<file path="src/rtl/jt900h_prefetch_pkg.sv">
// Shared definitions for the jt900h instruction prefetcher: fetch FSM states,
// default queue geometry and the alignment rule for one bus word.
package jt900h_prefetch_pkg;

  typedef enum logic [1:0] {
    PF_IDLE    = 2'd0,
    PF_REQ     = 2'd1,
    PF_DISCARD = 2'd2
  } pf_state_e;

  localparam int PF_QDEPTH = 8;
  localparam int PF_AW     = 24;

  // An odd fetch address only keeps the upper byte of the word, which realigns fa.
  function automatic logic [1:0] pf_word_bytes(input logic odd);
    return odd ? 2'd1 : 2'd2;
  endfunction

endpackage

</file>
<file path="src/rtl/jt900h_prefetch_if.sv">
// Word-wide instruction memory read bus between the prefetcher and memory.
interface jt900h_prefetch_if #(
  parameter int AW = 24
) ();

  logic          bus_rd;
  logic [AW-2:0] bus_addr;
  logic [15:0]   bus_din;
  logic          bus_ok;

  modport master (output bus_rd, output bus_addr, input bus_din, input bus_ok);
  modport slave  (input bus_rd, input bus_addr, output bus_din, output bus_ok);

endinterface

</file>
<file path="src/rtl/jt900h_pfq.sv">
// Byte FIFO for the prefetcher: up to two pushes and one pop per cycle, plus flush.
module jt900h_pfq #(
  parameter int QDEPTH = 8
) (
  input  logic                     clk,
  input  logic                     rst_n,
  input  logic                     cen,
  input  logic                     flush,
  input  logic [1:0]               push_n,
  input  logic [7:0]               push_b0,
  input  logic [7:0]               push_b1,
  input  logic                     pop,
  output logic [7:0]               head,
  output logic [$clog2(QDEPTH):0]  count
);

  localparam int PW = $clog2(QDEPTH);
  localparam int CW = PW + 1;

  logic [7:0]    mem_q [QDEPTH];
  logic [7:0]    mem_d [QDEPTH];
  logic [PW-1:0] rd_q, rd_d;
  logic [PW-1:0] wr_q, wr_d;
  logic [CW-1:0] cnt_q, cnt_d;

  always_comb begin
    mem_d = mem_q;
    rd_d  = rd_q;
    wr_d  = wr_q;
    cnt_d = cnt_q;
    if (flush) begin
      rd_d  = '0;
      wr_d  = '0;
      cnt_d = '0;
    end else begin
      if (push_n != 2'd0) mem_d[wr_q] = push_b0;
      if (push_n == 2'd2) mem_d[wr_q + PW'(1)] = push_b1;
      wr_d  = wr_q + PW'(push_n);
      rd_d  = rd_q + PW'(pop);
      cnt_d = cnt_q + CW'(push_n) - CW'(pop);
    end
  end

  always_ff @(posedge clk or negedge rst_n) begin
    if (!rst_n) begin
      for (int i = 0; i < QDEPTH; i++) mem_q[i] <= '0;
      rd_q  <= '0;
      wr_q  <= '0;
      cnt_q <= '0;
    end else if (cen) begin
      mem_q <= mem_d;
      rd_q  <= rd_d;
      wr_q  <= wr_d;
      cnt_q <= cnt_d;
    end
  end

  assign head  = mem_q[rd_q];
  assign count = cnt_q;

endmodule

</file>
<file path="src/rtl/jt900h_prefetch.sv">
// Instruction prefetch queue feeding the jt900h sequencer: fetches words ahead of
// the PC, presents the head byte on md and flushes on PC loads.
module jt900h_prefetch
  import jt900h_prefetch_pkg::*;
#(
  parameter int QDEPTH = PF_QDEPTH,
  parameter int AW     = PF_AW
) (
  input  logic                     clk,
  input  logic                     rst_n,
  input  logic                     cen,
  input  logic                     ld_pc,
  input  logic [AW-1:0]            pc_din,
  input  logic                     inc_pc,
  output logic [7:0]               md,
  output logic                     md_ok,
  output logic [AW-1:0]            pc,
  output logic                     fetch_busy,
  jt900h_prefetch_if.master        bus
);

  localparam int CW = $clog2(QDEPTH) + 1;

  pf_state_e     st_q, st_d;
  logic [AW-1:0] fa_q, fa_d;
  logic [AW-1:0] pc_q, pc_d;
  logic          bus_rd_q, bus_rd_d;
  logic [AW-2:0] bus_addr_q, bus_addr_d;

  logic          flush;
  logic          pop;
  logic [1:0]    push_n;
  logic [7:0]    push_b0;
  logic [7:0]    push_b1;
  logic [CW-1:0] count;
  logic [CW-1:0] free;

  assign free = CW'(QDEPTH) - count;

  always_comb begin
    st_d       = st_q;
    fa_d       = fa_q;
    pc_d       = pc_q;
    bus_rd_d   = bus_rd_q;
    bus_addr_d = bus_addr_q;
    flush      = 1'b0;
    pop        = 1'b0;
    push_n     = 2'd0;
    push_b0    = bus.bus_din[7:0];
    push_b1    = bus.bus_din[15:8];
    if (ld_pc) begin
      // The bus cannot abort, so an open request is drained in DISCARD
      flush = 1'b1;
      pc_d  = pc_din;
      fa_d  = pc_din;
      case (st_q)
        PF_REQ, PF_DISCARD: begin
          if (bus.bus_ok) begin
            st_d     = PF_IDLE;
            bus_rd_d = 1'b0;
          end else begin
            st_d = PF_DISCARD;
          end
        end
        default: st_d = PF_IDLE;
      endcase
    end else begin
      if (inc_pc && md_ok) begin
        pop  = 1'b1;
        pc_d = pc_q + AW'(1);
      end
      case (st_q)
        PF_IDLE: begin
          if (free >= CW'(2)) begin
            bus_rd_d   = 1'b1;
            bus_addr_d = fa_q[AW-1:1];
            st_d       = PF_REQ;
          end
        end
        PF_REQ: begin
          if (bus.bus_ok) begin
            bus_rd_d = 1'b0;
            st_d     = PF_IDLE;
            push_n   = pf_word_bytes(fa_q[0]);
            fa_d     = fa_q + AW'(pf_word_bytes(fa_q[0]));
            if (fa_q[0]) push_b0 = bus.bus_din[15:8];
          end
        end
        PF_DISCARD: begin
          if (bus.bus_ok) begin
            bus_rd_d = 1'b0;
            st_d     = PF_IDLE;
          end
        end
        default: st_d = PF_IDLE;
      endcase
    end
  end

  always_ff @(posedge clk or negedge rst_n) begin
    if (!rst_n) begin
      st_q       <= PF_IDLE;
      fa_q       <= '0;
      pc_q       <= '0;
      bus_rd_q   <= 1'b0;
      bus_addr_q <= '0;
    end else if (cen) begin
      st_q       <= st_d;
      fa_q       <= fa_d;
      pc_q       <= pc_d;
      bus_rd_q   <= bus_rd_d;
      bus_addr_q <= bus_addr_d;
    end
  end

  jt900h_pfq #(.QDEPTH(QDEPTH)) u_pfq (
    .clk     (clk),
    .rst_n   (rst_n),
    .cen     (cen),
    .flush   (flush),
    .push_n  (push_n),
    .push_b0 (push_b0),
    .push_b1 (push_b1),
    .pop     (pop),
    .head    (md),
    .count   (count)
  );

  assign md_ok        = (count != '0);
  assign pc           = pc_q;
  assign fetch_busy   = (inc_pc & ~md_ok) | (st_q == PF_DISCARD);
  assign bus.bus_rd   = bus_rd_q;
  assign bus.bus_addr = bus_addr_q;

endmodule

</file>
<file path="src/flat_wrapper.sv">
// flat-port wrapper written by rule: the top's interface ports become plain ports
module jt900h_prefetch_flat import jt900h_prefetch_pkg::*;
#(
  parameter int QDEPTH = PF_QDEPTH,
  parameter int AW     = PF_AW
)
  (clk, rst_n, cen, ld_pc, pc_din, inc_pc, md, md_ok, pc, fetch_busy, bus_bus_rd, bus_bus_addr, bus_bus_din, bus_bus_ok);
  jt900h_prefetch_if #(.AW(AW)) bus_i ();
  input  logic clk;
  input  logic rst_n;
  input  logic cen;
  input  logic ld_pc;
  input  logic [AW-1:0] pc_din;
  input  logic inc_pc;
  output logic [7:0] md;
  output logic md_ok;
  output logic [AW-1:0] pc;
  output logic fetch_busy;
  output wire logic [$bits(bus_i.bus_rd)-1:0] bus_bus_rd;
  output wire logic [$bits(bus_i.bus_addr)-1:0] bus_bus_addr;
  input wire logic [$bits(bus_i.bus_din)-1:0] bus_bus_din;
  input wire logic [$bits(bus_i.bus_ok)-1:0] bus_bus_ok;
  assign bus_bus_rd = bus_i.bus_rd;
  assign bus_bus_addr = bus_i.bus_addr;
  assign bus_i.bus_din = bus_bus_din;
  assign bus_i.bus_ok = bus_bus_ok;
  jt900h_prefetch #(.QDEPTH(QDEPTH), .AW(AW)) u_core (.clk(clk), .rst_n(rst_n), .cen(cen), .ld_pc(ld_pc), .pc_din(pc_din), .inc_pc(inc_pc), .md(md), .md_ok(md_ok), .pc(pc), .fetch_busy(fetch_busy), .bus(bus_i));
endmodule
</file>
<file path="config.mk">
export PLATFORM = sky130hd
export DESIGN_NAME = jt900h_prefetch_flat
export DESIGN_NICKNAME = d
export VERILOG_FILES = /design/src/rtl/jt900h_prefetch_pkg.sv /design/src/rtl/jt900h_prefetch_if.sv /design/src/rtl/jt900h_pfq.sv /design/src/rtl/jt900h_prefetch.sv /design/src/flat_wrapper.sv
export SDC_FILE = /design/constraint.sdc
export NUM_CORES = 1
export LEC_CHECK = 0
export BUFFER_PORTS_ARGS = -buffer_cell sky130_fd_sc_hd__buf_4
export CORE_UTILIZATION = 59
export DETAILED_ROUTE_END_ITERATION = 10
export GPL_TIMING_DRIVEN = 1
export MAX_ROUTING_LAYER = met4
export PLACE_DENSITY = 0.86
export SYNTH_ARGS = -nofsm -noshare
export SYNTH_HDL_FRONTEND = slang
export SYNTH_SLANG_ARGS = --single-unit
</file>
<file path="constraint.sdc">
create_clock -name clk -period 3.14 [get_ports clk]
set_clock_uncertainty 0.1 [all_clocks]
set_input_delay 0 -clock clk [delete_from_list [all_inputs] [get_ports clk]]
set_output_delay 0 -clock clk [all_outputs]
set_load 0.05 [all_outputs]
</file>
==> impl_metrics.env, run 1 <==
export IMPL_nets=1036
export IMPL_port_buffers=103
export IMPL_fin_util_pct=74.5
export IMPL_multi_input_area_um2=4340
export IMPL_vdd_ir_drop_max_mv=0.502
export IMPL_dr_total_vias=8025
export IMPL_r2r_end="u_core.u_pfq.count[3]"
export IMPL_rows=43
export IMPL_power_density_nw_per_um2=832
export IMPL_dieArea_um2=14600
export IMPL_grt_pass1_wl_um=41400
export IMPL_ff2ff_setup_slack_ns=0.42
export IMPL_cts_root_buf="clkbuf_16"
export IMPL_core_area_um2=13800
export IMPL_pin_count=104
export IMPL_worst_r2r_cell_count=12
export IMPL_fin_setup_tns_ns=0
export IMPL_crit_fanout=6
export IMPL_initialDrtViolationCount=1052
export IMPL_yosys_top_cells_area="dfrtp_1 45%, nand2_1 7.5%, o221ai_1 6.9%, mux4_2 4.3%, mux2_4 3.6%"
export IMPL_ys_ff_latch=148
export IMPL_avgSynthCellArea_um2=10.0
export IMPL_grt_pass1_vias=7891
export IMPL_clock_fmax_mhz=368
export IMPL_criticalPathCategory="flip-flop to flip-flop"
export IMPL_hold_buffers=37
export IMPL_cp_endpoint="u_core.u_pfq.count[3]"
export IMPL_arrival_ns=2.97
export IMPL_syn_inst=829
export IMPL_yosys_cell_types_count=67
export IMPL_drv_cap=0
export IMPL_grt_antenna_before_repair=0
export IMPL_fin_crit_ns=2.72
export IMPL_diodes=0
export IMPL_synthMostInstantiatedCell="nand2_1"
export IMPL_startpoint="u_core.st_q[1]"
export IMPL_grt_overflow=0
export IMPL_netlist_area_um2=8320
export IMPL_hold_start="inc_pc"
export IMPL_regArea_um2=3700
export IMPL_grt_setup_unrepaired="false"
export IMPL_ys_seq_area_share_pct=44.5
export IMPL_drt_wl_total_um=25900
export IMPL_endpoint_kind="flip-flop"
export IMPL_yosysTopAreaCellShare_pct=44.5
export IMPL_htree_levels=4
export IMPL_start_util_pct=60.2
export IMPL_first_pass_iters=5
export IMPL_status="complete, no violations"
export IMPL_netlist_top_cell_by_area="dfrtp_1"
export IMPL_critical_path_required_ns=3.39
export IMPL_cts_sinks=148
export IMPL_leakagePower_nw=4.53
export IMPL_hold_class="primary input to flip-flop"
export IMPL_clk_path_buf_depth=2
export IMPL_cts_buffers=17
export IMPL_relSlewSlack_pct=39.1
export IMPL_grt_usage_pct=38.5
export IMPL_yosysWarnings=0
export IMPL_cts_resized_gates=0
export IMPL_die_h_um=121
export IMPL_post_route_drc_count=0
export IMPL_final_setup_viol_count=0
export IMPL_max_slew_worst_pin_slew_ns=0.913
export IMPL_hpwl_um=16600
export IMPL_hold_viol_final=0
export IMPL_final_period_utilization_pct=86.6
export IMPL_slew_violations=0
export IMPL_clk_latency_ns=0.43
export IMPL_gp_congestion=0.905
export IMPL_r2r_start="u_core.st_q[1]"
export IMPL_syn_nets=894
export IMPL_cts_tree="yes"
export IMPL_die_w_um=121
export IMPL_drt_vias_per_instance=6.90
export IMPL_ant_nets=0
export IMPL_synthArstFlopShare_pct=100
export IMPL_start_kind="flip-flop"
export IMPL_synth_edf_count=0
export IMPL_cts_reportedPaths_clkPinSlew_ns=0.06
export IMPL_grt_max_degree=67
export IMPL_yosys_top_cells_count="167 x nand2_1, 148 x dfrtp_1, 66 x o221ai_1"
export IMPL_post_cts_buffers=0
export IMPL_synth_ff_type="dfrtp_1"
export IMPL_drive_gt1_share_pct=22.7
export IMPL_wl_per_cell_um=22.3
export IMPL_fillers=913
export IMPL_syn2layout_area_growth_pct=23.8
==> critical path, stage by stage, from the launching register on <==
cell and delay (ns):
dfrtp_1 0.41, inv_1 0.11, ha_1 0.25, and2_1 0.26
nand3_1 0.18, ha_1 0.31, inv_1 0.06, ha_1 0.29
a21o_1 0.16, a21oi_1 0.18, xor2_1 0.17, nand3_1 0.08
o21ai_0 0.08
==> cells by family after synthesis <==
family          Yosys count  share of synthesized area (%)
fa+ha+maj                19                           3.04
mux                      67                           11.7
buf+inv                  60                           3.37
xor+xnor                  7                          0.737
simple gates            316                           18.6
flops                   148                           44.5
compound gates          212                           17.9
==> metrics by stage <==
stage / cell area (um^2) / std cells / setup slack (ns) / power (mW) / hold WS [ns]
2_1_floorplan: 8320 / 829 / 0.626 / 5.29 / -0.396
3_3_place_gp: 9300 / 1095 / 0.583 / 6.18 / -0.0631
3_5_place_dp: 9300 / 1095 / 0.481 / 6.29 / -0.0616
4_1_cts: 10300 / 1163 / 0.443 / 8.51 / 0.00427
5_1_grt: 10300 / 1163 / 0.218 / 8.94 / 0.0479
6_report: 10300 / 1163 / 0.421 / 8.57 / 0.0290
==> final cells by class <==
| class | count | area share [%] |
|---|---|---|
| timing repair buffer | 164 | 12.9 |
| clock buffer | 24 | 4.97 |
| tap | 180 | 2.19 |
| inverter | 19 | 0.693 |
| sequential | 148 | 36.0 |
| multi-input combinational | 621 | 42.1 |
| clock inverter | 7 | 1.15 |
==> worst min-delay path by stage <==
| stage | cells after the start | end |
|---|---|---|
| 2_1_floorplan | 0 | u_core.bus.bus_addr[0] |
| 3_3_place_gp | 1 | u_core.pc[10] |
| 3_5_place_dp | 1 | u_core.pc[11] |
| 4_1_cts | 3 | u_core.u_pfq.mem_q[59] |
| 5_1_grt | 5 | u_core.u_pfq.rd_q[0] |
| 6_report | 5 | u_core.u_pfq.rd_q[0] |
==> routing by layer <==
layer | global-route usage, % | routed length, um
met4 | 22.9 | 1440
met5 | - | 0
met3 | 7.59 | 2410
met2 | 59.1 | 12300
met1 | 47.3 | 9690
==> cell usage in the layout, fill, tap and decap left out, types with 10 or more instances in the layout <==
cell type and count:
a32oi_1 10, mux4_2 16, mux2_4 20, nand3_1 32
clkbuf_16 17, nor3_1 10, dlygate4sd3_1 37, dfrtp_1 148
buf_4 126, nand4_1 14, mux2i_1 26, o21ai_0 37
inv_1 17, ha_1 17, a22oi_1 12, nand2_1 167
nor2_1 41, a21oi_1 36, o22ai_1 15, o221ai_1 66
==> sequential cells by signal, indices dropped and copies added (netlist names) <==
signal,count
u_core.u_pfq.count,4
u_core.u_pfq.wr_q,3
u_core.pc,24
u_core.bus.bus_rd,1
u_core.st_q,2
u_core.u_pfq.rd_q,3
u_core.u_pfq.mem_q,64
u_core.fa_q,24
u_core.bus.bus_addr,23
==> power breakdown <==
group / total, mW / switching [mW] / internal (mW) / leakage [nW]
sequential: 2.91 / 0.535 / 2.38 / 1.86
combinational: 3.49 / 2.17 / 1.32 / 2.36
clock: 2.17 / 0.793 / 1.37 / 0.305
total: 8.57 / 3.50 / 5.07 / 4.53
Power figures use the tool's default switching activity.
==> run 2: changes to the inputs <==
--- a/config.mk
+++ b/config.mk
@@ -5,12 +5,12 @@
 export SDC_FILE = /design/constraint.sdc
 export NUM_CORES = 1
 export LEC_CHECK = 0
-export BUFFER_PORTS_ARGS = -buffer_cell sky130_fd_sc_hd__buf_4
-export CORE_UTILIZATION = 59
+export CORE_UTILIZATION = 64
 export DETAILED_ROUTE_END_ITERATION = 10
+export DONT_BUFFER_PORTS = 1
 export GPL_TIMING_DRIVEN = 1
 export MAX_ROUTING_LAYER = met4
-export PLACE_DENSITY = 0.86
+export PLACE_DENSITY = 0.85
 export SYNTH_ARGS = -nofsm -noshare
 export SYNTH_HDL_FRONTEND = slang
 export SYNTH_SLANG_ARGS = --single-unit
==> run 2 against run 1 <==
Against the previous run: the run now ends with hold timing left; critical path depth stayed put; first-iteration DRC count up 8.3%; utilization up 2.7 points; global-route usage grew 5.0 points; critical path type unchanged; critical endpoint is now u_core.u_pfq.wr_q[2].
==> impl_metrics.env, run 2 (synthesis gave the netlist of run 1 again) <==
export IMPL_path_cells="inv_1, ha_2, nand4_1, buf_6, inv_1, ha_1, inv_1, fa_1, nor3b_1, a21oi_1, o22ai_1, dlygate4sd3_1"
export IMPL_crit_fanout=10
export IMPL_fillers=795
export IMPL_port_buffers=0
export IMPL_dr_total_vias=7901
export IMPL_cts_tree="yes"
export IMPL_switchingPower_mw=3.49
export IMPL_fin_util_pct=77.2
export IMPL_critical_path_required_ns=3.42
export IMPL_ant_nets=0
export IMPL_hold_viol_final=148
export IMPL_pre_cts_slack_ns=0.427
export IMPL_hpwl_um=15800
export IMPL_hold_class="primary input to asynchronous set/reset pin"
export IMPL_endpoint_kind="flip-flop"
export IMPL_grt_pass1_wl_um=41800
export IMPL_worst_r2r_cell_count=12
export IMPL_criticalPathCategory="flip-flop to flip-flop"
export IMPL_grt_antenna_before_repair=2
export IMPL_relSlewSlack_pct=22.9
export IMPL_die_w_um=116
export IMPL_layoutNonFillerInstCount=1071
export IMPL_p_clk_share_pct=25.5
export IMPL_fin_crit_ns=3.06
export IMPL_cts_reportedPaths_clkPinSlew_ns=0.06
export IMPL_rows=41
export IMPL_grt_overflow=0
export IMPL_post_place_cells=972
export IMPL_cp_slowest_cell="dlygate4sd3_1"
export IMPL_multi_input_area_um2=4420
export IMPL_gp_congestion=0.965
export IMPL_clk_path_buf_depth=2
export IMPL_p_sw_share_pct=43.2
export IMPL_grt_max_degree=149
export IMPL_pwr_share_comb_pct=30.2
export IMPL_layout_commonest_cell="nand2_1"
export IMPL_final_period_utilization_pct=97.5
export IMPL_crit_path_frequent_cell="inv_1"
export IMPL_syn2layout_area_growth_pct=17.6
export IMPL_die_h_um=116
export IMPL_setup_slack_ns=0.0793
export IMPL_first_pass_iters=7
export IMPL_power_density_nw_per_um2=827
export IMPL_hold_ws_ns=-0.853
export IMPL_cts_buffers=17
export IMPL_drt_wl_total_um=27400
export IMPL_sequentialPowerShare_pct=44.3
export IMPL_drv_cap=0
export IMPL_drive_gt1_share_pct=14.7
export IMPL_initialDrtViolationCount=1139
export IMPL_start_kind="flip-flop"
export IMPL_largest_register="u_core.u_pfq.mem_q"
export IMPL_start_util_pct=65.6
export IMPL_status="finished with violations"
export IMPL_wl_per_cell_um=25.6
export IMPL_p_int_mw=4.59
export IMPL_grt_pass1_vias=7699
export IMPL_final_setup_viol_count=0
export IMPL_clk_latency_ns=0.44
export IMPL_vdd_ir_drop_max_mv=0.474
export IMPL_cts_root_buf="clkbuf_16"
export IMPL_pin_count=104
export IMPL_max_stage_delay_ns=0.56
export IMPL_regArea_um2=3700
export IMPL_arrival_ns=3.34
export IMPL_core_area_um2=12700
export IMPL_clock_fmax_mhz=327
export IMPL_slew_violations=0
export IMPL_dieArea_um2=13500
export IMPL_grt_usage_pct=43.5
export IMPL_max_slew_worst_pin_slew_ns=1.16
export IMPL_nets=949
export IMPL_drt_vias_per_instance=7.38
export IMPL_leakagePower_nw=4.12
export IMPL_finalPower_mw=8.08
export IMPL_post_route_drc_count=0
export IMPL_htree_levels=4
export IMPL_largest_register_ffs=64
export IMPL_violations="hold timing"
export IMPL_mostFrequentLayoutCells="165 x nand2_1, 148 x dfrtp_1, 66 x o221ai_1"
export IMPL_cts_sinks=148
[run 2: cell count changes in the layout (fill, tap and decap cells not counted), moves of 3 or more]
cell | previous run | this run
buf_4 | 126 | 15
dlygate4sd3_1 | 37 | 58
mux2i_1 | 26 | 18
mux2i_2 | 0 | 8
a32oi_1 | 10 | 6
a32oi_2 | 0 | 4
buf_12 | 0 | 3
clkbuf_8 | 6 | 3
clkinv_2 | 1 | 4
[run 2: per-stage QoR]
step / cell area, um^2 / hold WS [ns] / TNS, ns
global route: 9780 / -0.858 / -0.147
floorplan: 8320 / -0.396 / 0
detailed placement: 8420 / -0.393 / 0
finish: 9780 / -0.853 / 0
global placement: 8420 / -0.393 / 0
CTS: 9640 / -0.851 / 0
[run 2: routing by layer]
layer | vias up | GRT usage [%] | wire length, um
met1 | 3810 | 49.1 | 9160
met4 | 0 | 30.9 | 2090
met2 | 640 | 65.8 | 12900
met5 | - | - | 0
li1 | 3245 | - | -
met3 | 206 | 13.3 | 3230
[run 2: final timing paths]
path	startpoint	to	slack, ns
min in group clk	cen	u_core.u_pfq.mem_q[55]	0.03
max in group asynchronous	rst_n	u_core.u_pfq.mem_q[26]	3.65
setup / recovery	u_core.st_q[1]	u_core.u_pfq.wr_q[2]	0.08
hold / removal	rst_n	u_core.pc[11]	-0.85
setup reg to reg	u_core.st_q[1]	u_core.u_pfq.wr_q[2]	0.08
hold reg to reg	u_core.u_pfq.mem_q[35]	u_core.u_pfq.mem_q[35]	0.39
[run 2: worst max-delay path: cells and delay by family (launching register included)]
| family | cells | cell delay (ns) |
|---|---|---|
| compound gates | 2 | 0.23 |
| fa+ha+maj | 3 | 0.76 |
| flops | 1 | 0.40 |
| simple gates | 2 | 0.43 |
| buf+inv | 5 | 1.07 |
[run 2: power by group through the flow]
stage,Combinational [mW],Sequential (mW),Clock [mW]
2_1_floorplan,1.76,3.53,0
4_1_cts,2.32,3.55,2.05
6_report,2.44,3.58,2.06
3_5_place_dp,2.16,3.58,0
3_3_place_gp,2.06,3.54,0
5_1_grt,2.61,3.63,2.13
[run 2: cell type report]
type / instances / share of cell area, %
multi-input cells: 621 / 45.2
flip-flops and latches: 148 / 37.9
repair buffers: 77 / 7.82
clock buffers: 20 / 4.77
well taps: 172 / 2.20
clock inverters: 12 / 1.32
inverters: 19 / 0.781
diodes: 2 / 0.0512
[run 2: timing repair]
item | CTS | global route
hold buffers | 60 | 1
hold endpoints to repair | 273 | 152
buffers inserted | 0 | 4
gates resized for setup | 0 | 21
endpoints found under the setup margin | 0 | 10
